File: config.mk
export PLATFORM = sky130hd
export DESIGN_NAME = fifo_buffer
export DESIGN_NICKNAME = d
export VERILOG_FILES = /design/src/rtl/fifo_buffer_pkg.sv /design/src/rtl/dp_ram.sv /design/src/rtl/fifo_buffer.sv
export SDC_FILE = /design/constraint.sdc
export NUM_CORES = 1
export LEC_CHECK = 0
export BUFFER_PORTS_ARGS = -buffer_cell sky130_fd_sc_hd__buf_2
export CORE_MARGIN = 8
export CORE_UTILIZATION = 41
export DETAILED_ROUTE_END_ITERATION = 6
export SETUP_SLACK_MARGIN = 0.02
export SYNTH_ARGS = -nofsm -noshare
export SYNTH_HDL_FRONTEND = slang
export SYNTH_SLANG_ARGS = --single-unit
File: constraint.sdc
create_clock -name clk -period 3 [get_ports clk]
set_input_delay 0 -clock clk [delete_from_list [all_inputs] [get_ports clk]]
set_output_delay 0 -clock clk [all_outputs]
set_load 0.02 [all_outputs]
File: src/rtl/fifo_buffer_pkg.sv
// Shared definitions for the synchronous FIFO: default geometry and the
// per-cycle operation encoding used by the occupancy counter.
package fifo_buffer_pkg;

    localparam int FIFO_DATA_SIZE = 6;
    localparam int FIFO_ADDR_SIZE = 3;

    typedef enum logic [1:0] {
        OP_IDLE = 2'b00,
        OP_POP  = 2'b01,
        OP_PUSH = 2'b10,
        OP_BOTH = 2'b11
    } fifo_op_e;

    // Collapses the accepted push/pop pair into a single operation code.
    function automatic fifo_op_e decode_op(input logic push_acc, input logic pop_acc);
        return fifo_op_e'({push_acc, pop_acc});
    endfunction

endpackage

File: src/rtl/dp_ram.sv
// Simple dual-port RAM: one write port, one registered read port.
// Storage is never reset; only the read register is.
module dp_ram #(
    parameter int DATA_SIZE = 6,
    parameter int ADDR_SIZE = 3
) (
    input  logic                 clk,
    input  logic                 rst_n,
    input  logic                 wr_en,
    input  logic [ADDR_SIZE-1:0] wr_addr,
    input  logic [DATA_SIZE-1:0] wr_data,
    input  logic                 rd_en,
    input  logic [ADDR_SIZE-1:0] rd_addr,
    output logic [DATA_SIZE-1:0] rd_data
);

    localparam int DEPTH = 1 << ADDR_SIZE;

    logic [DATA_SIZE-1:0] mem_r [0:DEPTH-1];

    // Storage write port.
    always_ff @(posedge clk) begin
        if (wr_en) begin
            mem_r[wr_addr] <= wr_data;
        end
    end

    // Registered read; a same-address write in the same cycle returns the old word.
    always_ff @(posedge clk or negedge rst_n) begin
        if (!rst_n) begin
            rd_data <= '0;
        end else if (rd_en) begin
            rd_data <= mem_r[rd_addr];
        end
    end

endmodule

File: src/rtl/fifo_buffer.sv
// Synchronous FIFO: pointers, occupancy counter, status decode and sticky
// error flags around a dual-port RAM with registered read.
module fifo_buffer
    import fifo_buffer_pkg::*;
#(
    parameter int DATA_SIZE = FIFO_DATA_SIZE,
    parameter int ADDR_SIZE = FIFO_ADDR_SIZE
) (
    input  logic                 clk,
    input  logic                 reset_L,
    input  logic                 push,
    input  logic                 pop,
    input  logic [DATA_SIZE-1:0] data_in,
    input  logic [ADDR_SIZE:0]   umbral_alto,
    input  logic [ADDR_SIZE:0]   umbral_bajo,
    output logic [DATA_SIZE-1:0] data_out,
    output logic                 valid_out,
    output logic                 full,
    output logic                 empty,
    output logic                 almost_full,
    output logic                 almost_empty,
    output logic                 overflow,
    output logic                 underflow,
    output logic [ADDR_SIZE:0]   fifo_count
);

    localparam int                 DEPTH   = 1 << ADDR_SIZE;
    localparam logic [ADDR_SIZE:0] DEPTH_C = (ADDR_SIZE + 1)'(DEPTH);
    localparam logic [ADDR_SIZE:0] CNT_ONE = (ADDR_SIZE + 1)'(1);
    localparam logic [ADDR_SIZE-1:0] PTR_ONE = ADDR_SIZE'(1);

    logic [ADDR_SIZE-1:0] wr_ptr_r;
    logic [ADDR_SIZE-1:0] rd_ptr_r;
    logic [ADDR_SIZE:0]   count_r;
    logic [ADDR_SIZE:0]   count_nxt_s;
    logic                 push_acc_s;
    logic                 pop_acc_s;
    logic                 ovf_evt_s;
    logic                 udf_evt_s;
    fifo_op_e             op_s;
    logic                 valid_r;
    logic                 overflow_r;
    logic                 underflow_r;

    // Status flags decode only from the registered occupancy.
    assign full         = (count_r == DEPTH_C);
    assign empty        = (count_r == '0);
    assign almost_full  = (count_r >= umbral_alto);
    assign almost_empty = (count_r <= umbral_bajo);
    assign fifo_count   = count_r;
    assign valid_out    = valid_r;
    assign overflow     = overflow_r;
    assign underflow    = underflow_r;

    // Request acceptance and next occupancy; a pop frees a slot for a push on full.
    always_comb begin
        push_acc_s  = push && (!full || pop);
        pop_acc_s   = pop && !empty;
        ovf_evt_s   = push && full && !pop;
        udf_evt_s   = pop && empty;
        op_s        = decode_op(push_acc_s, pop_acc_s);
        count_nxt_s = count_r;
        case (op_s)
            OP_PUSH: count_nxt_s = count_r + CNT_ONE;
            OP_POP:  count_nxt_s = count_r - CNT_ONE;
            OP_BOTH: count_nxt_s = count_r;
            OP_IDLE: count_nxt_s = count_r;
            default: count_nxt_s = count_r;
        endcase
    end

    // Pointer, occupancy, read-valid and sticky error registers.
    always_ff @(posedge clk or negedge reset_L) begin
        if (!reset_L) begin
            wr_ptr_r    <= '0;
            rd_ptr_r    <= '0;
            count_r     <= '0;
            valid_r     <= 1'b0;
            overflow_r  <= 1'b0;
            underflow_r <= 1'b0;
        end else begin
            if (push_acc_s) begin
                wr_ptr_r <= wr_ptr_r + PTR_ONE;
            end
            if (pop_acc_s) begin
                rd_ptr_r <= rd_ptr_r + PTR_ONE;
            end
            count_r     <= count_nxt_s;
            valid_r     <= pop_acc_s;
            overflow_r  <= overflow_r | ovf_evt_s;
            underflow_r <= underflow_r | udf_evt_s;
        end
    end

    dp_ram #(
        .DATA_SIZE (DATA_SIZE),
        .ADDR_SIZE (ADDR_SIZE)
    ) u_ram (
        .clk     (clk),
        .rst_n   (reset_L),
        .wr_en   (push_acc_s),
        .wr_addr (wr_ptr_r),
        .wr_data (data_in),
        .rd_en   (pop_acc_s),
        .rd_addr (rd_ptr_r),
        .rd_data (data_out)
    );

endmodule

==> results.cfg, run 1 <==
[logic_synthesis]
synth_area_leaders = edfxtp_1 (50%), dfrtp_1 (16%), mux4_2 (9.4%)
ys_seq_area_share_pct = 66.5
ys_seq_elements = 67
ys_async_sr_fraction_pct = 28.4
ys_top_cells_by_count = edfxtp_1 (48), dfrtp_1 (19), nand2_1 (17), ha_1 (12), mux4_2 (12)
ys_types = 32
synth_top_area_share_pct = 50.0
synth_edf_count = 48
synthCells = 184
syn-cell-area_um2 = 2880
syn-num-nets = 214
synth_flop_cell = edfxtp_1
yosys_warnings = 0
syn_avg_cell_area_um2 = 15.7
yosysMostFrequentCell = edfxtp_1
netlist.top_cell.by_area = edfxtp_1

[finish]
area_growth_pct = 21.5
antenna-diode-count = 0
final.fill_count = 577
drive_gt1_share_pct = 29.4
seqCellArea_um2 = 1920
multi_input_area_um2 = 900
final_util_pct = 51.6
num-nets-final = 273
final_cells = 344

[placed_design]
portBuffers = 34
gp_congestion = 0.807
hpwlAfterDp_um = 3590
numPlacedInstances = 319

[worst_setup_path]
cp_max_fo = 10
r2r_cells = 8
cpPeakStageDelay_ps = 610
crit_arrival_ps = 2750
crit_path_end_kind = register
critPathBufInv = 1
startpoint_type = register
required_ps = 3220
crit_type = reg2reg
crit_family = simple AND/OR/NAND/NOR gates
cpMaxStageDelayCell = or4b_1
path_cells = or4b_1 -> o21a_1 -> inv_2 -> ha_1 -> a21oi_1 -> o21a_1 -> or3_1 -> xnor2_1
crit_top_cell = o21a_1
cp.depth = 8

[cts]
cts_setup_buffers = 0
tritoncts = built
clkTransAtPathRegs_ps = 70
clk_latency_ps = 340
cts_max_level = 3
cts_sinks = 67
cts-root-buf = clkbuf_8
cts_made_buffers = 9
clk_path_buf_depth = 2

[sta]
finalHoldViolCount = 0
tns_ps = 0
maxSlewHeadroom_pct = 47.9
rsz0062_at_grt = no
worst_pin_slew_ps = 775
max_freq_mhz = 395
finalClockSkew_ps = 6.50
drv_slew = 0
setup_violations = 0
period_minus_slack_ps = 2530
finalCritPeriodShare_pct = 84.5

[route]
avgViaCountPerCell = 4.71
drc = 0
drt_iter0_markers = 47
wirelength_um = 5260
first_pass_iters = 4
ant_nets = 0
wire_per_inst_um = 15.3
dr_total_vias = 1619

[power]
power.switching_mw = 1.13
p_int_mw = 2.13
power_mw = 3.26
powerDensity_nw_per_um2 = 930
p_sw_share_pct = 34.5
clockPowerShare_pct = 22.2
p_leak_nw = 1.41
peakVddDrop_v = 0.000424
p_comb_share_pct = 33.0
p_seq_share_pct = 44.8

[die]
die_area_um2 = 9970
num_rows = 30
io_pins = 35
dieHeight_um = 99.9
die_w_um = 99.9
initial_utilization_pct = 42.4
core_area_um2 = 6790

[global_routing]
grt_util_all_layers_pct = 11.0
grt_max_degree = 20
grt_pass1_vias = 1570
grt_pass1_wl_um = 8240
antenna_found_initial = 0
overflow = 0

[min_path]
hold_class = in2async

[run_status]
status = complete, no violations

[job]
maxCapViolCount = 0
-- power groups by stage --
stage	combinational, mW	sequential (mW)	clock (mW)
floorplan	0.721	1.48	0
global placement	1.08	1.48	0
detailed placement	1.08	1.49	0
CTS	1.09	1.47	0.738
global route	1.18	1.50	0.779
finish	1.08	1.46	0.724
-- worst paths after layout --
path / startpoint / end / slack [ps]
max reg2reg: fifo_count[1] / fifo_count[2] / 470
max in group asynchronous: reset_L / rd_ptr_r[2] / 2550
min: reset_L / overflow / 130
max: fifo_count[1] / fifo_count[2] / 470
min reg2reg: overflow / overflow / 450
min in group clk: overflow / overflow / 450
-- logic make-up (layout without fill, tap and decap cells) --
group / after synthesis / count (layout) / synth area share (%)
flip-flops: 67 / 67 / 66.5
AND/OR/NAND/NOR: 42 / 42 / 7.47
AO/OA/AOI/OAI: 20 / 20 / 4.25
multiplexers: 19 / 19 / 11.8
buffers and inverters: 16 / 80 / 2.30
adder cells (fa/ha/maj): 12 / 12 / 5.21
XOR/XNOR: 8 / 8 / 2.43
-- repair_timing --
action | CTS | global route
hold buffers | 9 | 0
resized for setup | 0 | 0
hold endpoints to repair | 69 | 0
-- per-layer routing --
layer	wire (um)	vias up	global-route usage, %
met1	2510	768	13.9
met2	2430	36	16.8
met4	57	0	5.47
li1	-	809	-
met5	0	-	0
met3	261	6	3.39
-- state kept, by name, indices dropped and copies added (netlist names) --
name	count
wr_ptr_r	3
valid_out	1
u_ram.mem_r	48
u_ram.rd_data	6
overflow	1
fifo_count	4
rd_ptr_r	3
underflow	1
-- area by class of cell --
type / count / share of cell area (%)
Inverter: 12 / 1.32
Multi-Input combinational cell: 101 / 25.7
Tap cell: 96 / 3.43
Timing Repair Buffer: 52 / 9.36
Sequential cell: 67 / 54.7
Clock buffer: 9 / 3.54
Clock inverter: 7 / 1.96
-- metrics by stage --
stage / instance area (um2) / worst slack (ps) / hold slack, ps
after floorplan: 2880 / 503 / -296
after global placement: 3220 / 519 / -37.3
after detailed placement: 3220 / 490 / -29.0
after CTS: 3500 / 473 / 133
after global routing: 3500 / 310 / 151
final: 3500 / 466 / 133
-- layout by cell type (no fill, tap or decap), drive strengths merged, types with 6 or more instances in the layout --
cell / instances
nor2: 6
dlygate4sd3: 9
dfrtp: 19
mux2i: 6
ha: 12
nand2: 17
inv: 11
xnor2: 6
edfxtp: 48
clkbuf: 9
mux4: 12
o21ai: 9
buf: 43
No activity file was read; power rests on OpenSTA's default activity.
==> run 2: changes to the inputs <==
==> constraint.sdc (replaced) <==
create_clock -name clk -period 2.5 [get_ports clk]
set_input_delay 0 -clock clk [delete_from_list [all_inputs] [get_ports clk]]
set_output_delay 0 -clock clk [all_outputs]
set_load 0.02 [all_outputs]
==> run 2 against run 1 <==
- clock power grew 11%
- flip-flop and latch count stayed put
- sequential power is 14% higher
- count of clock-buffer cells in the layout did not move
- die area unchanged
- critical path depth unchanged
- fmax up 9.2%
- wire length up 3.9%
- register-to-register slack got worse by 290 ps
- final cell count shrank 0.29%
- critical path type unchanged
- critical endpoint unchanged
- largest cell class unchanged
==> results.cfg, run 2 (synthesized netlist as in run 1, its figures left out) <==
[run_status]
status = complete, no violations

[route]
drt_iter0_markers = 74
dr_wl_met3_um = 239
wire_per_inst_um = 15.9
dr_total_vias = 1667
top_layer_used = met4
dr_wl_met2_um = 2610
first_pass_iters = 4
wirelength_um = 5460
wl_met1_um = 2490
avgViaCountPerCell = 4.86
drc = 0
ant_nets = 0

[min_path]
hold_class = in2async

[power]
p_comb_share_pct = 36.4
p_seq_share_pct = 42.9
clockPowerShare_pct = 20.7
p_int_mw = 2.50
power.switching_mw = 1.38
powerDensity_nw_per_um2 = 1110
p_leak_nw = 1.41
p_sw_share_pct = 35.5
peakVddDrop_v = 0.000378

[worst_setup_path]
required_ps = 2720
startpoint_type = register
path_cells = or4b_4 -> o21a_1 -> inv_2 -> ha_1 -> a21oi_1 -> o21a_1 -> or3_1 -> xnor2_1
critPathBufInv = 1
crit_top_cell = o21a_1
crit_path_end_kind = register
crit_arrival_ps = 2540
cpMaxStageDelayCell = or4b_4
cp_max_fo = 7
cpPeakStageDelay_ps = 530
crit_type = reg2reg
crit_family = simple AND/OR/NAND/NOR gates

[finish]
largest_reg_flops = 48
final_common_cell = edfxtp_1
final_cell_mix = edfxtp_1 (48), buf_2 (34), dfrtp_1 (18)
regMostFlops = u_ram.mem_r
num-nets-final = 272
final.fill_count = 603
drive_gt1_share_pct = 30.8
final_cells = 343
antenna-diode-count = 0
area_growth_pct = 20.9

[cts]
tritoncts = built
cts-root-buf = clkbuf_8
cts_made_buffers = 9
clk_path_buf_depth = 2
cts_setup_buffers = 0
cts_sinks = 67
cts_max_level = 3
clkTransAtPathRegs_ps = 80
clk_latency_ps = 340

[global_routing]
grt_pass1_vias = 1749
grt_max_degree = 20
antenna_found_initial = 0
overflow = 0
grt_pass1_wl_um = 9110
grt_util_all_layers_pct = 12.2

[sta]
setup_violations = 0
maxSlewHeadroom_pct = 24.7
period_minus_slack_ps = 2320
holdWs_ps = 138
tns_ps = 0
finalCritPeriodShare_pct = 92.8
rsz0062_at_grt = no
worst_pin_slew_ps = 1120
max_freq_mhz = 431
drv_slew = 0
finalHoldViolCount = 0
finalClockSkew_ps = 10.9

[die]
initial_utilization_pct = 42.4
die_area_um2 = 9970
io_pins = 35
num_rows = 30
core_area_um2 = 6790
die_w_um = 99.9
dieHeight_um = 99.9

[job]
maxCapViolCount = 0

[placed_design]
numPlacedInstances = 318
gp_congestion = 0.777
portBuffers = 34
hpwlAfterDp_um = 3780
==> run 2: cell type report <==
class	count	area, um2	share of cell area (%)
multi-input combinational	101	903	25.9
timing repair buffer	51	320	9.19
tap	96	120	3.45
sequential	67	1920	55.0
inverter	12	46.3	1.33
clock inverter	7	52.6	1.51
clock buffer	9	124	3.55
==> run 2: power groups by stage <==
stage / clock, mW / sequential [mW] / combinational, mW
3_3_place_gp: 0 / 1.68 / 1.41
2_1_floorplan: 0 / 1.78 / 0.865
4_1_cts: 0.834 / 1.67 / 1.45
3_5_place_dp: 0 / 1.69 / 1.43
5_1_grt: 0.871 / 1.71 / 1.59
6_report: 0.805 / 1.66 / 1.41
==> run 2: path summary, 6_finish.rpt <==
check | startpoint | end | slack (ps) | cells past startpoint
worst max register to register | fifo_count[2] | fifo_count[2] | 180 | 8
worst min-delay path | reset_L | valid_out | 140 | 2
worst min register to register | underflow | underflow | 450 | 1
worst max-delay path | fifo_count[2] | fifo_count[2] | 180 | 8
min in group clk | underflow | underflow | 450 | 1
max in group asynchronous | reset_L | fifo_count[1] | 2030 | 2
==> run 2: through the flow <==
stage          cell area, um2  power [mW]  util (%)  setup slack (ps)
6_report                 3480        3.88      51.3               180
5_1_grt                  3480        4.17      51.3              55.4
4_1_cts                  3480        3.95      51.2               131
3_5_place_dp             3210        3.12      47.3               137
3_3_place_gp             3210        3.09      47.3               225
2_1_floorplan            2880        2.64         -              36.1
==> run 2: layer usage <==
layer  up-vias  track usage (%)
met5         -                0
met3        10             3.32
li1        802                -
met1       818             15.2
met4         0             8.03
met2        37             18.2
==> run 2: what timing repair did <==
action                                  4_1_cts  5_1_grt
endpoints found under the setup margin        0        1
endpoints found under the hold margin        69        0
gates resized for setup                       0        1
hold buffers                                  9        0
==> run 3: changes to the inputs <==
--- a/config.mk
+++ b/config.mk
@@ -6,7 +6,7 @@
 export NUM_CORES = 1
 export LEC_CHECK = 0
 export BUFFER_PORTS_ARGS = -buffer_cell sky130_fd_sc_hd__buf_2
-export CORE_MARGIN = 8
+export CORE_MARGIN = 4
 export CORE_UTILIZATION = 41
 export DETAILED_ROUTE_END_ITERATION = 6
 export SETUP_SLACK_MARGIN = 0.02
==> run 3 against run 2 <==
- utilization is 0.31 points higher
- global-route usage is 1.6 points higher
- sequential power hardly changed
- count of clock-buffer cells in the layout stayed put
- critical path type unchanged
- largest power group unchanged
==> results.cfg, run 3 (synthesized netlist as in run 1, its figures left out) <==
[worst_setup_path]
cp_max_fo = 5
required_ps = 2720
cpPeakStageDelay_ps = 590
startpoint_type = register
r2r-start = fifo_count[1]
rrSetupSlack_ps = 160
crit_top_cell = o21a_1
r2r_cells = 8
crit_type = reg2reg
critPathCapture = fifo_count[2]
timing.rr.end = fifo_count[2]
cpMaxStageDelayCell = or4b_1
path_cells = or4b_1 -> o21a_1 -> inv_2 -> ha_2 -> a21oi_1 -> o21a_1 -> or3_1 -> xnor2_1
startpoint = fifo_count[1]
crit_arrival_ps = 2560
crit_path_end_kind = register

[cts]
clk_path_buf_depth = 2
clkTransAtPathRegs_ps = 70
cts_made_buffers = 9
tritoncts = built
cts_max_level = 3
cts_sinks = 67
cts_setup_buffers = 0
clk_latency_ps = 330
cts-root-buf = clkbuf_8

[die]
die_area_um2 = 8440
num_rows = 30
dieHeight_um = 91.9
core_area_um2 = 6790
io_pins = 35
initial_utilization_pct = 42.4
die_w_um = 91.9

[min_path]
hold_class = in2async

[global_routing]
overflow = 0
antenna_found_initial = 0
grt_max_degree = 20
grt_pass1_wl_um = 8630
grt_pass1_vias = 1688
grt_util_all_layers_pct = 13.8

[sta]
finalCritPeriodShare_pct = 93.8
finalClockSkew_ps = 9.89
rsz0062_at_grt = no
tns_ps = 0
period_minus_slack_ps = 2340
max_freq_mhz = 426
worst_pin_slew_ps = 1090
setup_violations = 0
drv_slew = 0
maxSlewHeadroom_pct = 26.9
worst_slack_ps = 155
finalHoldViolCount = 0

[power]
p_leak_nw = 1.41
powerDensity_nw_per_um2 = 1120
peakVddDrop_v = 0.000377

[route]
ant_nets = 0
dr_total_vias = 1659
wire_per_inst_um = 15.3
first_pass_iters = 4
wirelength_um = 5240
drt_iter0_markers = 85
avgViaCountPerCell = 4.84
drc = 0

[placed_design]
hpwlAfterDp_um = 3580
portBuffers = 34
place_area_um2 = 3210
gp_congestion = 0.776
post-place-ws_ps = 166

[finish]
antenna-diode-count = 0
largest_reg_flops = 48
regMostFlops = u_ram.mem_r
num-nets-final = 272
drive_gt1_share_pct = 30.8
final_common_cell = edfxtp_1
fin_area_um2 = 3510
final_cell_mix = edfxtp_1 (48), buf_2 (34), dfrtp_1 (18)
final_util_pct = 51.6
area_growth_pct = 21.6

[run_status]
status = complete, no violations

[job]
maxCapViolCount = 0
run 3: how the worst min path moves through the flow:
stage,from,end,depth (start not counted)
after floorplan,reset_L,fifo_count[0],0
after global placement,reset_L,wr_ptr_r[2],1
after detailed placement,reset_L,wr_ptr_r[2],1
after CTS,reset_L,rd_ptr_r[1],2
after global routing,reset_L,u_ram.rd_data[2],2
final,reset_L,u_ram.rd_data[0],2
run 3: cell type report:
type / count / area [um2]
sequential: 67 / 1920
clock inverter: 7 / 68.8
tap: 96 / 120
clock buffer: 9 / 124
fill: 588 / 3290
inverter: 12 / 46.3
multi-input combinational: 101 / 908
timing repair buffer: 51 / 320
run 3: report_power, final:
group	total, mW	switching, mW	internal, mW
clock	0.859	0.403	0.456
sequential	1.67	0.208	1.47
combinational	1.40	0.726	0.671
total	3.93	1.34	2.59
run 3: what timing repair did:
item                                    in CTS  in global routing
endpoints found under the setup margin       0                  2
hold endpoints to repair                    69                  0
resized for setup                            0                  2
hold buffers                                 9                  0
run 3: worst max-delay path: cells and delay by family (launching register included):
family | cells | cell delay [ps]
AND/OR/NAND/NOR | 2 | 940
AO/OA/AOI/OAI | 3 | 440
flip-flops | 1 | 420
adder cells (fa/ha/maj) | 1 | 210
XOR/XNOR | 1 | 130
buffers and inverters | 1 | 70
run 3: per-stage QoR:
stage | total power [mW] | instances | hold WS (ps)
after CTS | 3.98 | 343 | 136
after floorplan | 2.64 | 184 | -296
after global placement | 3.09 | 318 | -35.3
final | 3.93 | 343 | 138
after global routing | 4.20 | 343 | 165
after detailed placement | 3.10 | 318 | -26.9
run 3: per-layer routing:
metal	wire length, um	track usage, %	up-vias
met5	0	0	-
met4	89	5.94	0
met3	291	4.68	7
met2	2410	21.0	47
met1	2440	18.0	799
li1	-	-	806
